$ cat config.mk
export PLATFORM = sky130hd
export DESIGN_NAME = vga_frame_monitor
export DESIGN_NICKNAME = d
export VERILOG_FILES = /design/src/rtl/vga_frame_monitor.sv
export SDC_FILE = /design/constraint.sdc
export NUM_CORES = 1
export LEC_CHECK = 0
export CAP_MARGIN = 40
export CORE_ASPECT_RATIO = 0.5
export CORE_MARGIN = 2
export CORE_UTILIZATION = 34
export DETAILED_ROUTE_END_ITERATION = 8
export GPL_TIMING_DRIVEN = 1
export SETUP_SLACK_MARGIN = 0.1
export SLEW_MARGIN = 20
export SYNTH_ARGS = -nofsm -noshare
export SYNTH_HDL_FRONTEND = slang
export SYNTH_SLANG_ARGS = --single-unit
$ cat constraint.sdc
create_clock -name clk -period 5.1 [get_ports clk]
set_clock_uncertainty 0.15 [all_clocks]
set_input_delay 1.02 -clock clk [delete_from_list [all_inputs] [get_ports clk]]
set_output_delay 1.02 -clock clk [all_outputs]
set_load 0.02 [all_outputs]
$ cat src/rtl/vga_frame_monitor.sv
`default_nettype none
// ----------------------------------------------------------------------------
// vga_frame_monitor - recovers pixel x/y from a VGA stream, checks sync timing
// and blanking, and signs every frame. Define VGA_MON_CRC_EN for a CRC-16-CCITT
// signature instead of the additive sum. Rev 1.0
// ----------------------------------------------------------------------------
module vga_frame_monitor #(
  parameter int H_ACTIVE = 640,
  parameter int H_FRONT  = 16,
  parameter int H_SYNC   = 96,
  parameter int H_BACK   = 48,
  parameter int V_ACTIVE = 480,
  parameter int V_FRONT  = 10,
  parameter int V_SYNC   = 2,
  parameter int V_BACK   = 33
) (
  input  logic        clk,
  input  logic        reset,
  input  logic        pix_en,
  input  logic        hSync,
  input  logic        vSync,
  input  logic [3:0]  VGA_R,
  input  logic [3:0]  VGA_G,
  input  logic [3:0]  VGA_B,
  output logic        pix_valid,
  output logic [9:0]  pix_x,
  output logic [8:0]  pix_y,
  output logic [11:0] pix_rgb,
  output logic        locked,
  output logic        frame_done,
  output logic [15:0] frame_sig,
  output logic [15:0] frame_count,
  output logic        timing_err,
  output logic        blank_err
);

  localparam int H_TOTAL = H_ACTIVE + H_FRONT + H_SYNC + H_BACK;
  localparam int V_TOTAL = V_ACTIVE + V_FRONT + V_SYNC + V_BACK;

  localparam logic [9:0] H_SYNC_END  = 10'(H_SYNC);
  localparam logic [9:0] H_LAST      = 10'(H_TOTAL - 1);
  localparam logic [9:0] H_ACT_START = 10'(H_SYNC + H_BACK);
  localparam logic [9:0] H_ACT_END   = 10'(H_SYNC + H_BACK + H_ACTIVE);
  localparam logic [9:0] V_LAST      = 10'(V_TOTAL - 1);
  localparam logic [9:0] V_ACT_START = 10'(V_SYNC + V_BACK);
  localparam logic [9:0] V_ACT_END   = 10'(V_SYNC + V_BACK + V_ACTIVE);

`ifdef VGA_MON_CRC_EN
  localparam logic [15:0] SIG_INIT = 16'hFFFF;

  // Twelve serial CCITT steps unrolled, RGB MSB first.
  function automatic logic [15:0] crc12(input logic [15:0] crc, input logic [11:0] d);
    logic [15:0] c;
    logic        fb;
    c = crc;
    for (int i = 11; i >= 0; i--) begin
      fb = c[15] ^ d[i];
      c  = {c[14:0], 1'b0};
      if (fb) c = c ^ 16'h1021;
    end
    return c;
  endfunction
`else
  localparam logic [15:0] SIG_INIT = 16'h0000;
`endif

  typedef enum logic [1:0] {
    UNLOCKED = 2'd0,
    ALIGN    = 2'd1,
    LOCKED   = 2'd2
  } state_t;

  state_t      state;
  logic        hs_prev;
  logic        vs_prev;
  logic [9:0]  h_cnt;
  logic [9:0]  v_cnt;
  logic [15:0] sig_acc;

  logic        hs_fall;
  logic        hs_rise;
  logic        vs_fall;
  logic [9:0]  h_next;
  logic [9:0]  v_next;
  logic [11:0] rgb;
  logic        active;
  logic        checking;
  logic        violation;
  logic [15:0] sig_next;

  // h_next/v_next are the coordinates of the pixel on the bus this strobe.
  always_comb begin
    rgb      = {VGA_R, VGA_G, VGA_B};
    hs_fall  = hs_prev & ~hSync;
    hs_rise  = ~hs_prev & hSync;
    vs_fall  = vs_prev & ~vSync;
    h_next   = hs_fall ? 10'd0 : h_cnt + 10'd1;
    v_next   = v_cnt;
    if (vs_fall)      v_next = 10'd0;
    else if (hs_fall) v_next = v_cnt + 10'd1;
    active   = (h_next >= H_ACT_START) && (h_next < H_ACT_END) &&
               (v_next >= V_ACT_START) && (v_next < V_ACT_END);
    checking = (state != UNLOCKED);
    violation = checking && ((hs_rise && (h_next != H_SYNC_END)) ||
                             (hs_fall && (h_cnt  != H_LAST))     ||
                             (vs_fall && (v_cnt  != V_LAST)));
`ifdef VGA_MON_CRC_EN
    sig_next = crc12(sig_acc, rgb);
`else
    sig_next = sig_acc + {4'h0, rgb};
`endif
  end

  always_ff @(posedge clk) begin
    if (reset) begin
      state       <= UNLOCKED;
      hs_prev     <= 1'b1;
      vs_prev     <= 1'b1;
      h_cnt       <= 10'd0;
      v_cnt       <= 10'd0;
      sig_acc     <= SIG_INIT;
      pix_valid   <= 1'b0;
      pix_x       <= 10'd0;
      pix_y       <= 9'd0;
      pix_rgb     <= 12'h000;
      locked      <= 1'b0;
      frame_done  <= 1'b0;
      frame_sig   <= 16'h0000;
      frame_count <= 16'h0000;
      timing_err  <= 1'b0;
      blank_err   <= 1'b0;
    end else begin
      frame_done <= 1'b0;
      timing_err <= 1'b0;
      if (pix_en) begin
        hs_prev   <= hSync;
        vs_prev   <= vSync;
        h_cnt     <= h_next;
        v_cnt     <= v_next;
        pix_valid <= active && checking;
        if (active && checking) begin
          pix_x   <= h_next - H_ACT_START;
          pix_y   <= 9'(v_next - V_ACT_START);
          pix_rgb <= rgb;
        end
        if (vs_fall)     sig_acc <= SIG_INIT;
        else if (active) sig_acc <= sig_next;
        if ((state == LOCKED) && !active && (rgb != 12'h000)) blank_err <= 1'b1;
        if (violation) begin
          state      <= UNLOCKED;
          locked     <= 1'b0;
          timing_err <= 1'b1;
        end else if (vs_fall) begin
          case (state)
            UNLOCKED: state <= ALIGN;
            ALIGN, LOCKED: begin
              state       <= LOCKED;
              locked      <= 1'b1;
              frame_done  <= 1'b1;
              frame_sig   <= sig_acc;
              frame_count <= frame_count + 16'd1;
            end
            default: begin
              state  <= UNLOCKED;
              locked <= 1'b0;
            end
          endcase
        end
      end
    end
  end

endmodule
`default_nettype wire

======== After elaboration in Yosys (flattened, before gate mapping) ========
Index checks and enable logic that the tools add are counted.
word-level totals
  register bits after elaboration ......... 108
  input port bits ......................... 17
  output and inout port bits .............. 68
  word-level logic and storage cells ...... 81
cells by class
  $add $sub $neg .......................... 6
  order comparisons ....................... 4
  equal/unequal tests ..................... 6
  muxes and demuxes ....................... 13
  bitwise operators ....................... 9
  reductions and logical operators ........ 27
operators with widths
  kind                                                                    count
  16-bit two-way mux                                                      2
  10-bit two-way mux                                                      3
  10-bit by 1-bit adder with 10-bit output, second input constant         2
  10-bit less-than comparator, second input constant                      2
  10-bit != test, second input constant                                   2
  16-bit by 1-bit adder with 16-bit output, second input constant         1
  16-bit by 12-bit adder with 16-bit output                               1
  12-bit nonzero test                                                     1
  10-bit by 6-bit >= comparator with 1-bit output, second input constant  1
  10-bit by 8-bit >= comparator with 1-bit output, second input constant  1
  1-bit logical AND                                                       10
  10-bit by 7-bit != test with 1-bit output, second input constant        1
  10-bit by 8-bit subtractor with 10-bit output, second input constant    1
  9-bit by 6-bit subtractor with 9-bit output, second input constant      1
  2-bit AND reduction                                                     4
  1-bit inverter                                                          6
  2-bit nonzero test                                                      3
  1-bit two-way mux                                                       4
  2-bit two-way mux                                                       2
  2-bit one-hot mux with 2 select lines                                   1
  4-bit AND reduction                                                     1
  2-bit OR reduction                                                      2
  4-bit OR reduction                                                      1
  1-bit AND                                                               3
  8 further kinds                                                         9

======== Longest topological paths before layout ========
  word-level depth ........................ 11
  mapped depth ............................ 14
  depth with buffers taken out ............ 12

======== Least setup slack after synthesis ========
No wires, ideal clock.
  path type ............................... input-to-reg
  start ................................... input port hSync
  end ..................................... register sig_acc[13]
  library setup time ...................... 0.131 ns
  data arrival time ....................... 3.488 ns
  required time ........................... 4.819 ns
  path slack .............................. 1.331 ns
  stages .................................. 12
  buffers on the path ..................... 2
  cells stage by stage .................... nor2b_1 clkbuf_1 nand2_1 a21oi_1 ha_1 a21oi_1 o211a_1 o32a_1 or4_4 buf_6 o311ai_1 o41ai_1
on the way
  word-level cells in the longest chain between the ends .. 9
  elaborated cells on any way between the ends .. 14
  classes of those cells .................. 4 x order compare; 3 x mux; 2 x bitwise; 5 x reduce/logical
ends and longest elaborated chain
  item                                             line  RTL
  from (decl)                                      20    input logic hSync,
  1-bit inverter *                                 94    hs_fall = hs_prev & ~hSync;
  1-bit AND *                                      94
  10-bit two-way mux *                             100   else if (hs_fall) v_next = v_cnt + 10'd1;
  10-bit two-way mux *                             99    if (vs_fall) v_next = 10'd0;
  net v_next[1]                                    84    logic [9:0] v_next;
  10-bit by 6-bit >= comparator with 1-bit output  102   (v_next >= V_ACT_START) && (v_next < V_ACT_END);
  1-bit logical AND                                101   active = (h_next >= H_ACT_START) && (h_next < H_ACT_END) &&
  1-bit logical AND *                              102
  2-bit nonzero test (no source line) *            --
  2-bit AND reduction (no source line) *           --
  to (signal assigned)                             147   else if (active) sig_acc <= sig_next;
  to (decl)                                        78    logic [15:0] sig_acc;
The timed path passes the listed nets; every way through them passes the cells marked *.
A chain may end at the register's enable or synchronous reset.

======== Worst setup path after layout ========
  start ................................... input port hSync
  end ..................................... register sig_acc[15]
Same word-level chain as after synthesis.

==> impl_results.md <==
* Status: complete, no violations
* Clock power share at 0.426
* Pwr Density at around 240 mW/mm^2
* Synth unique cells at 64
* CTS sink count at 108
* Largest net degree at the start of global routing at 37
* Via count at 4,934
* Simple-gate share of the synthesized area at 0.230
* Placer's final routability congestion estimate at 0.885
* Max-Cap Viols at 0
* Share of cells above drive strength 1 at 0.0666
* Area growth syn-to-layout at 23.7%
* Critical-path top delay cell: or4_4
* Detail-routed via count per cell at 5.04
* Post-synthesis mux area share at 0.0883
* Antenna Cells at 0
* Crit path time final at 4.22 ns
* Reg2reg setup slack at 1.42 ns
* Ports at 85
* Longest Clk Path Bufs at 2
* Final Slew Violations at 0
* CTS Buf Count at 9
* Die Y at 95.6 um
* Period utilisation layout at 0.827
* Post-place setup slack at 0.522 ns
* Avg Inst Size Synth at 8.41 um^2
* Register bit total from synthesis at 108
* RSZ-0062 raised after global routing: false
* Routed wire per std cell at 14.5 um
* Worst Setup End Kind: flip-flop
* Vias in the first global route at about 4,600
* Setup-failing EPs final at 0
* Arrival @ worst endpoint at between 4 and 5 ns
* Hold_sp: pix_x[9]$_SDFFE_PP0P_
* Worst-path clk slew at roughly 0.070 ns
* GRT overflow at 0
* EDFF count, synth at 0
* Total GRT Usage at 0.163
* Dpl hpwl at 10,400 um
* H-tree depth at 3
* Initial DRC Count at 321
* Crit path setup slack, layout at 0.883 ns
* Gate power share at 0.066
* P_leak at approximately 2.5 nW
* P_int at roughly 1.3 mW
* Slew margin rel. at 0.551
* Clk_lat worst skew at between 0.3 and 0.4 ns
* CP Buf/Inv Count at 1
* DRC at 0
* CTS tree: built
* Placed Cells at 962
* Synth Area in Compound Gates at 0.155
* Worst Path Required at just over 5 ns
* First-pass GRT wire length at 23,600 um
* Hold Path Depth at 2
* HP Class: flip-flop to flip-flop
* Main combinational cell family by area after synthesis: simple AND/OR/NAND/NOR gates
* Reg2reg end: frame_count[15]$_SDFFE_PP0P_
* Reg power frac at 0.508
* Synthesized area at 0.00571 mm^2
* Number of hold violations in the final report at 0
* Async S/R FF share, synth at 0
* CTS root buf: clkbuf_16
* Core area at 0.0164 mm^2
* Synthesis warning total at 0
* Post-CTS Hold Fix Bufs at 0
* XOR/XNOR share of the synthesized area at 0.0521
* Max stage delay on crit path at 0.68 ns
* Net Sw Power at 0.405 mW
* Switching part of the total at 0.242
* Critical path launch point type: primary input
* Finished Layout Cells at 978
* Adder-cell area share of the yosys netlist at 0.0517
* Worst path depth at 11
* Critical path type: primary input to flip-flop
* CP top delay family: compound AO/OA/AOI/OAI gates
* Initial antenna violation count at 0
* Worst Hold Endpoint: pix_x[9]$_SDFFE_PP0P_
* Slew @ Worst Pin at 0.671 ns
* Cell Chain, Critical Path: clkdlybuf4s50_1, nand2b_1, nand2_1, a21oi_1, ha_1, a21oi_1, o211a_1, o32a_1, or4_4, o311ai_0, o41ai_1
* Setup bufs post-CTS at 0
* Post-synth top flop: dfxtp_1
* Row count at 33
* IO buf count at 84
* TNS Setup at 0 ns
* Mapped Cells at 679
* Crit path top cell by count: a21oi_1
* Full die area at 0.0179 mm^2
* R2R cell count at 9
* Final net count at 786
* Initial Util at 0.348
* Post-route ant nets at 0
* Highest Clock Rate at 237 MHz
* Pre-Repair DR Iteration Count at 5
* VDD IR-drop max at around 0.16 mV
* Sequential fraction of the synthesis area at 0.379
* Worst R2R Start: h_cnt[0]$_SDFFE_PP0P_
* Drt total wl at 14,200 um
* Die width at between 150 and 200 um
* Power Total at 1.68 mW
* Post-CTS sizing at 0
* Crit Path Max Fanout at 22
* Synth Net Count at 719
-- registers in the layout, indices dropped and copies added, names as in the netlist --
signal       count
blank_err        1
frame_count     16
frame_done       1
frame_sig       16
h_cnt           10
hs_prev          1
locked           1
pix_rgb         12
pix_valid        1
pix_x           10
pix_y            9
sig_acc         16
state            2
timing_err       1
v_cnt           10
vs_prev          1
-- final cells by class --
class	instances	area (um^2)
Sequential cell	108	2160
Clock inverter	7	75.1
Fill cell	1645	9330
Tap cell	227	284
Inverter	20	75.1
Clock buffer	9	225
Multi-Input combinational cell	510	3310
Timing Repair Buffer	97	933
-- worst register-to-register path, stage by stage, from the launching register on --
cell	delay, ns
dfxtp_1	0.45
ha_1	0.33
and4_1	0.30
and2_1	0.21
mux2_1	0.33
o21a_1	0.24
o41ai_4	0.44
nand2_1	0.41
or4_1	0.62
a21oi_1	0.14
-- metal layers --
metal	share of wire	global-route usage
met5	0	0
met4	0.0070	0.0430
met3	0.040	0.0335
met2	0.45	0.269
met1	0.50	0.218
-- synth_stat cells (5+ instances only) --
| master | n | share of area |
|---|---|---|
| nand2_1 | 48 | 0.032 |
| ha_1 | 22 | 0.048 |
| or4_1 | 5 | 0.0066 |
| a31o_2 | 6 | 0.0092 |
| inv_1 | 19 | 0.012 |
| o31ai_1 | 6 | 0.0079 |
| nand4_1 | 12 | 0.013 |
| o21a_1 | 7 | 0.0092 |
| and2_1 | 5 | 0.0055 |
| mux2i_1 | 47 | 0.082 |
| nor2b_1 | 5 | 0.0055 |
| a31oi_1 | 5 | 0.0055 |
| nor4_1 | 8 | 0.0088 |
| xor2_1 | 13 | 0.020 |
| nor3_1 | 21 | 0.018 |
| buf_2 | 8 | 0.0070 |
| nand3_1 | 29 | 0.025 |
| clkbuf_1 | 28 | 0.018 |
| nor2_1 | 107 | 0.070 |
| a21oi_1 | 46 | 0.040 |
| a211oi_1 | 9 | 0.012 |
| o41ai_1 | 5 | 0.0077 |
| xnor2_1 | 21 | 0.032 |
| o21ai_0 | 16 | 0.014 |
| nand2b_1 | 10 | 0.011 |
| dfxtp_1 | 108 | 0.38 |
-- cells in the final DEF (no fill, tap or decap), drive strengths merged, types with 5 or more instances in the layout --
cell and count:
o21ai 18, buf 14, clkdlybuf4s50 83, o31ai 6, a31oi 5, and2 5, a21oi 47, ha 22
xnor2 21, inv 21, nor3 21, nand2 48, o21a 7, a211oi 9, nor4 10, clkbuf 9
o41ai 6, mux2i 47, a31o 6, nor2b 5, or4 6, nand4 12, nand2b 10, dfxtp 108
xor2 13, nand3 29, nor2 107
-- per-stage QoR --
stage	hold WS [ns]	util	area, um^2
2_1_floorplan	0.296	-	5710
3_3_place_gp	0.298	0.412	6760
3_5_place_dp	0.312	0.412	6760
4_1_cts	0.325	0.431	7060
5_1_grt	0.343	0.431	7060
6_report	0.322	0.431	7060
-- cells by family (layout without fill, tap and decap cells) --
logic type                 Yosys count  after routing
muxes                               50             50
and+or+nand+nor                    272            272
AOI/OAI and AO/OA                  131            131
DFF                                108            108
adders and majority gates           23             23
buffers and inverters               61            133
xor gates and xnor gates            34             34
-- how the worst max path moves through the flow --
stage	start	endpoint	slack (ns)
global placement	hSync	sig_acc[15]$_SDFFE_PP0P_	0.63
floorplan	hSync	sig_acc[13]$_SDFFE_PP0P_	1.33
detailed placement	hSync	sig_acc[15]$_SDFFE_PP0P_	0.52
finish	hSync	sig_acc[15]$_SDFFE_PP0P_	0.88
CTS	hSync	sig_acc[15]$_SDFFE_PP0P_	0.89
global route	hSync	sig_acc[15]$_SDFFE_PP0P_	0.56
-- power groups by stage --
stage | Sequential, mW | Clock, mW | Combinational (mW)
finish | 0.852 | 0.714 | 0.111
floorplan | 0.871 | 0 | 0.0697
global route | 0.853 | 0.771 | 0.124
detailed placement | 0.872 | 0 | 0.112
global placement | 0.871 | 0 | 0.111
CTS | 0.852 | 0.738 | 0.112
Power figures use the tool's default switching activity.
